==> src/rtl/uart_sys_pkg.sv <==
// Shared types for the UART transmit path: scheduler states and requester IDs.
package uart_sys_pkg;

  localparam int unsigned DATA_WIDTH = 8;

  typedef enum logic [1:0] {
    IDLE,
    SEND,
    WAIT_HI,
    WAIT_LO
  } sched_state_e;

  typedef enum logic {
    SRC_ALU = 1'b0,
    SRC_RF  = 1'b1
  } src_e;

endpackage

==> src/rtl/tx_req_buffer.sv <==
// One-deep request holding register with pending flag and overflow pulse.
// A strobe arriving in the same cycle the buffer is released is accepted.
module tx_req_buffer #(
  parameter int unsigned WIDTH = 8
) (
  input  logic             clk,
  input  logic             rst,
  input  logic             strobe,
  input  logic [WIDTH-1:0] din,
  input  logic             clr,
  output logic [WIDTH-1:0] data,
  output logic             pending,
  output logic             drop_err
);

  logic has_room;

  assign has_room = !pending || clr;

  // Capture on strobe when there is room, release on clr, flag rejected strobes.
  always_ff @(posedge clk) begin
    if (!rst) begin
      data     <= '0;
      pending  <= 1'b0;
      drop_err <= 1'b0;
    end else begin
      drop_err <= strobe && !has_room;
      if (strobe && has_room) begin
        data    <= din;
        pending <= 1'b1;
      end else if (clr) begin
        pending <= 1'b0;
      end
    end
  end

endmodule

==> src/rtl/uart_tx_scheduler.sv <==
// Round-robin sequencer between the ALU (two frames) and register file (one frame)
// in front of the UART transmitter, with handshake retry on busy timeout.
module uart_tx_scheduler #(
  parameter int unsigned DATA_WIDTH   = 8,
  parameter int unsigned ALU_WIDTH    = 16,
  parameter int unsigned BUSY_TIMEOUT = 15
) (
  input  logic                  clk,
  input  logic                  rst,
  input  logic                  alu_out_valid,
  input  logic [ALU_WIDTH-1:0]  alu_out,
  input  logic                  rd_data_valid,
  input  logic [DATA_WIDTH-1:0] rd_data,
  input  logic                  tx_busy,
  output logic [DATA_WIDTH-1:0] tx_p_data,
  output logic                  tx_data_valid,
  output logic                  alu_pending,
  output logic                  rd_pending,
  output logic                  drop_err,
  output logic                  sched_busy
);

  import uart_sys_pkg::*;

  localparam int unsigned CntW = $clog2(BUSY_TIMEOUT + 1);

  sched_state_e          state;
  src_e                  grant_src;
  src_e                  last_grant;
  src_e                  grant_next;
  logic                  grant_valid;
  logic                  byte_idx;
  logic [CntW-1:0]       tmo_cnt;
  logic [ALU_WIDTH-1:0]  alu_buf;
  logic [DATA_WIDTH-1:0] rd_buf;
  logic                  alu_drop;
  logic                  rd_drop;
  logic                  frame_done;
  logic                  alu_clr;
  logic                  rd_clr;

  tx_req_buffer #(
    .WIDTH (ALU_WIDTH)
  ) u_alu_buf (
    .clk      (clk),
    .rst      (rst),
    .strobe   (alu_out_valid),
    .din      (alu_out),
    .clr      (alu_clr),
    .data     (alu_buf),
    .pending  (alu_pending),
    .drop_err (alu_drop)
  );

  tx_req_buffer #(
    .WIDTH (DATA_WIDTH)
  ) u_rd_buf (
    .clk      (clk),
    .rst      (rst),
    .strobe   (rd_data_valid),
    .din      (rd_data),
    .clr      (rd_clr),
    .data     (rd_buf),
    .pending  (rd_pending),
    .drop_err (rd_drop)
  );

  // Round-robin pick: a lone requester wins, a tie goes to the one not served last.
  always_comb begin
    grant_valid = alu_pending || rd_pending;
    grant_next  = SRC_ALU;
    if (alu_pending && rd_pending) begin
      grant_next = (last_grant == SRC_ALU) ? SRC_RF : SRC_ALU;
    end else if (rd_pending) begin
      grant_next = SRC_RF;
    end
  end

  // Final byte of the granted request has been released by the transmitter.
  assign frame_done = (state == WAIT_LO) && !tx_busy &&
                      !((grant_src == SRC_ALU) && !byte_idx);
  assign alu_clr    = frame_done && (grant_src == SRC_ALU);
  assign rd_clr     = frame_done && (grant_src == SRC_RF);
  assign drop_err   = alu_drop || rd_drop;
  assign sched_busy = (state != IDLE);

  // Byte sequencer; the valid pulse and data byte are registered on entry to SEND.
  always_ff @(posedge clk) begin
    if (!rst) begin
      state         <= IDLE;
      grant_src     <= SRC_ALU;
      last_grant    <= SRC_RF;
      byte_idx      <= 1'b0;
      tmo_cnt       <= '0;
      tx_p_data     <= '0;
      tx_data_valid <= 1'b0;
    end else begin
      tx_data_valid <= 1'b0;
      unique case (state)
        IDLE: begin
          if (grant_valid) begin
            grant_src     <= grant_next;
            byte_idx      <= 1'b0;
            tx_p_data     <= (grant_next == SRC_ALU) ? alu_buf[DATA_WIDTH-1:0] : rd_buf;
            tx_data_valid <= 1'b1;
            state         <= SEND;
          end
        end
        SEND: begin
          tmo_cnt <= '0;
          state   <= WAIT_HI;
        end
        WAIT_HI: begin
          if (tx_busy) begin
            state <= WAIT_LO;
          end else if (tmo_cnt == CntW'(BUSY_TIMEOUT - 1)) begin
            // Transmitter never acknowledged: re-pulse the same byte.
            tx_data_valid <= 1'b1;
            state         <= SEND;
          end else begin
            tmo_cnt <= tmo_cnt + 1'b1;
          end
        end
        WAIT_LO: begin
          if (!tx_busy) begin
            if ((grant_src == SRC_ALU) && !byte_idx) begin
              byte_idx      <= 1'b1;
              tx_p_data     <= alu_buf[ALU_WIDTH-1:DATA_WIDTH];
              tx_data_valid <= 1'b1;
              state         <= SEND;
            end else begin
              last_grant <= grant_src;
              state      <= IDLE;
            end
          end
        end
        default: state <= IDLE;
      endcase
    end
  end

endmodule

==> config.mk <==
export PLATFORM = sky130hd
export DESIGN_NAME = uart_tx_scheduler
export DESIGN_NICKNAME = d
export VERILOG_FILES = /design/src/rtl/uart_sys_pkg.sv /design/src/rtl/tx_req_buffer.sv /design/src/rtl/uart_tx_scheduler.sv
export SDC_FILE = /design/constraint.sdc
export NUM_CORES = 1
export LEC_CHECK = 0
export BUFFER_PORTS_ARGS = -buffer_cell sky130_fd_sc_hd__buf_2
export CORE_MARGIN = 4
export CORE_UTILIZATION = 35
export DETAILED_ROUTE_END_ITERATION = 8
export SLEW_MARGIN = 30
export SYNTH_ARGS = -nofsm -noshare
export SYNTH_HDL_FRONTEND = slang
export SYNTH_HIERARCHICAL = 1
export SYNTH_SLANG_ARGS = --single-unit
==> constraint.sdc <==
create_clock -name clk -period 4.15 [get_ports clk]
set_clock_uncertainty 0.05 [all_clocks]
set_input_delay 0.83 -clock clk [delete_from_list [all_inputs] [get_ports clk]]
set_output_delay 0.83 -clock clk [all_outputs]
set_load 0.02 [all_outputs]
==> results.md <==
- Outcome: finished clean
- Clock latency on the worst-skew pair: 0.30 ns
- 1st-pass router iterations: 4
- CP top delay family: flip-flops
- Mapped Cells: 237
- Hold_buf cts: 0
- Die span in x: 85.31 um
- Final std cells w/o fill: 347
- Tightest Pin Transition: 0.6609 ns
- Reg clk slew, reported paths: 0.09 ns
- Drt via density: 4.882
- First-pass GRT wire length: 7555 um
- Crit-path max cell delay: 0.40 ns
- Endpoint class of the critical path: output port
- Unrepaired setup endpoints after global routing: no
- Initial antenna violation count: 0
- Most common cell after layout, fill and taps aside: nand2_1
- Die Ht: 85.31 um
- Longest Clk Path Bufs: 2
- Area occupied by registers: 920.9 um^2
- Drt wl/cell: 13.24 um
- CTS sink count: 46
- Worst path cell trace: nor2_1, inv_1, buf_2
- Vias in the first global route: 1610
- Drt total wl: 4594 um
- Hpwl dp: 3246 um
- CP required: 3.27 ns
- Sequential fraction of the synthesis area: 0.4402
- Layout Utilization: 0.4274
- TNS Setup: 0 ns
- # DRC: 0
- Worst setup margin: 1.972 ns
- Final setup viols: 0
- Critical Path Start Type: register
- Most frequent cells in the layout: nand2_1, dfxtp_1, buf_2
- CTS root buf: clkbuf_8
- Hold crit path type: register to register
- Multi-input gate area: 0.001067 mm^2
- Final instance area: 0.002411 mm^2
- Slowest cell on the critical path: dfxtp_1
- Syn avg cell area: 8.827 um^2
- Max Clk Rate: 459.2 MHz
- Critical path buffers and inverters: 2
- PwrDens: 425.8 mW/mm^2
- Synthesis-to-finish area growth: 15.25%
- DRT iter0 DRCs: 60
- Total CTS buffers: 5
- Antenna cells: 0
- Total power: 1.027 mW
- Synth Register Bits: 46
- Synth warnings: 6
- Largest net degree at the start of global routing: 58
- Hold slack: 0.4119 ns
- GPL Wtd Cong: 0.7831
- # fillers: 582
- Final worst-path cycle share: 0.5247
- IO Pins: 42
- Distinct cells, synth: 39
- Slew headroom: 0.5584
- Worst path arrival time: 1.30 ns
- Layout net count: 305
- H-tree levels: 2
- Placement Cell Area: 0.002302 mm^2
- Initial Util: 0.3708
- Post-Syn Area: 0.002092 mm^2
- Die Footprint: 0.007278 mm^2
- DR vias: 1694
- Tmin final: 2.178 ns
- MaxCap Viol Count: 0
- CTS tree: yes
- Grt total ovfl: 0
- Port Buffers: 41
- Worst Path Class, Setup: register to output port
- Num rows: 27
- CP max FO: 10
- Total GRT Usage: 0.1298
- Postcts setup bufs: 0
- Place WS: 1.698 ns
- Leakage power: 1.068 nW
- Max VDD drop: 0.2082 mV
- Post-CTS sizing: 0
- # placed instances: 339
- Synth Net Count: 268
- Final Hold Viols: 0
- Core Box Area: 0.005642 mm^2
- Final Max Tran Viols: 0
- Share of cells above drive strength 1: 0.2327
- Routed Antenna Nets: 0
-- flip-flops by register name, indices dropped and copies added (netlist names), 2 cells and up --
register / flops
state: 2
tmo_cnt: 4
tx_p_data: 8
u_alu_buf/data: 16
u_rd_buf/data: 8
-- worst reg2reg max path, cell delays in order (launching register included) --
cell	delay, ns
dfxtp_1	0.50
and2_4	0.29
nand2_1	0.09
nor2_1	0.18
nor2b_4	0.07
nor2b_4	0.50
mux2i_1	0.26
-- cell families after synthesis --
| group | synth area share |
|---|---|
| fa+ha+maj | 0.01196 |
| mux | 0.1202 |
| simple gates | 0.2213 |
| buf+inv | 0.05203 |
| flops | 0.4402 |
| compound gates | 0.1459 |
| xor+xnor | 0.008375 |
-- layer usage --
metal / track usage / routed length (um)
met4: 0.03022 / 41
met2: 0.2020 / 2096
met1: 0.1730 / 2251
met5: 0 / 0
met3: 0.04466 / 204
-- layout make-up --
class                      count  share of cell area
inverter                       3            0.004670
sequential                    46              0.3819
timing repair buffer          42             0.08822
multi-input combinational    176              0.4427
clock buffer                   5             0.02854
tap                           72             0.03736
clock inverter                 3             0.01661
-- report_power, final --
| group | internal (mW) | total (mW) | leakage (nW) | switching, mW |
|---|---|---|---|---|
| Sequential | 0.474 | 0.499 | 0.377 | 0.0243 |
| Clock | 0.177 | 0.330 | 0.0579 | 0.152 |
| Combinational | 0.0802 | 0.198 | 0.633 | 0.118 |
| Total | 0.732 | 1.03 | 1.07 | 0.295 |
-- Yosys cell counts (all sizes together) --
cell    instances  area [um^2]
xnor2           1        8.760
nand2b          2        12.51
nand4b          1        8.760
xor2            1        8.760
mux2            1        11.26
a211o           1        8.760
nor2b           5        51.31
or2             1        6.260
nand2          64        240.2
buf            12        97.58
a21bo           1        10.01
nand3           3        15.01
nor3            2        21.27
a21boi          1        7.510
inv             3        11.26
o21ai           4        20.02
and2            2        15.02
mux2i          24        240.2
ha              2        25.02
dfxtp          46        920.9
a21oi          22        110.1
and3            3        21.27
nor2           19        71.32
a31oi           1        6.260
a31o            1        8.760
o32ai           1        8.760
o21a            4        37.53
a22o            9        87.59
-- path summary, 6_finish.rpt --
| check | slack (ns) | cells past startpoint | start | to |
|---|---|---|---|---|
| hold / removal | 0.41 | 2 | u_alu_buf/data[6] | u_alu_buf/data[6] |
| setup reg to reg | 2.14 | 6 | state[0] | u_alu_buf/data[13] |
| setup / recovery | 1.97 | 3 | state[0] | sched_busy |
| hold reg to reg | 0.41 | 2 | u_alu_buf/data[6] | u_alu_buf/data[6] |
Note: power is estimated with default switching activity, not from simulation.
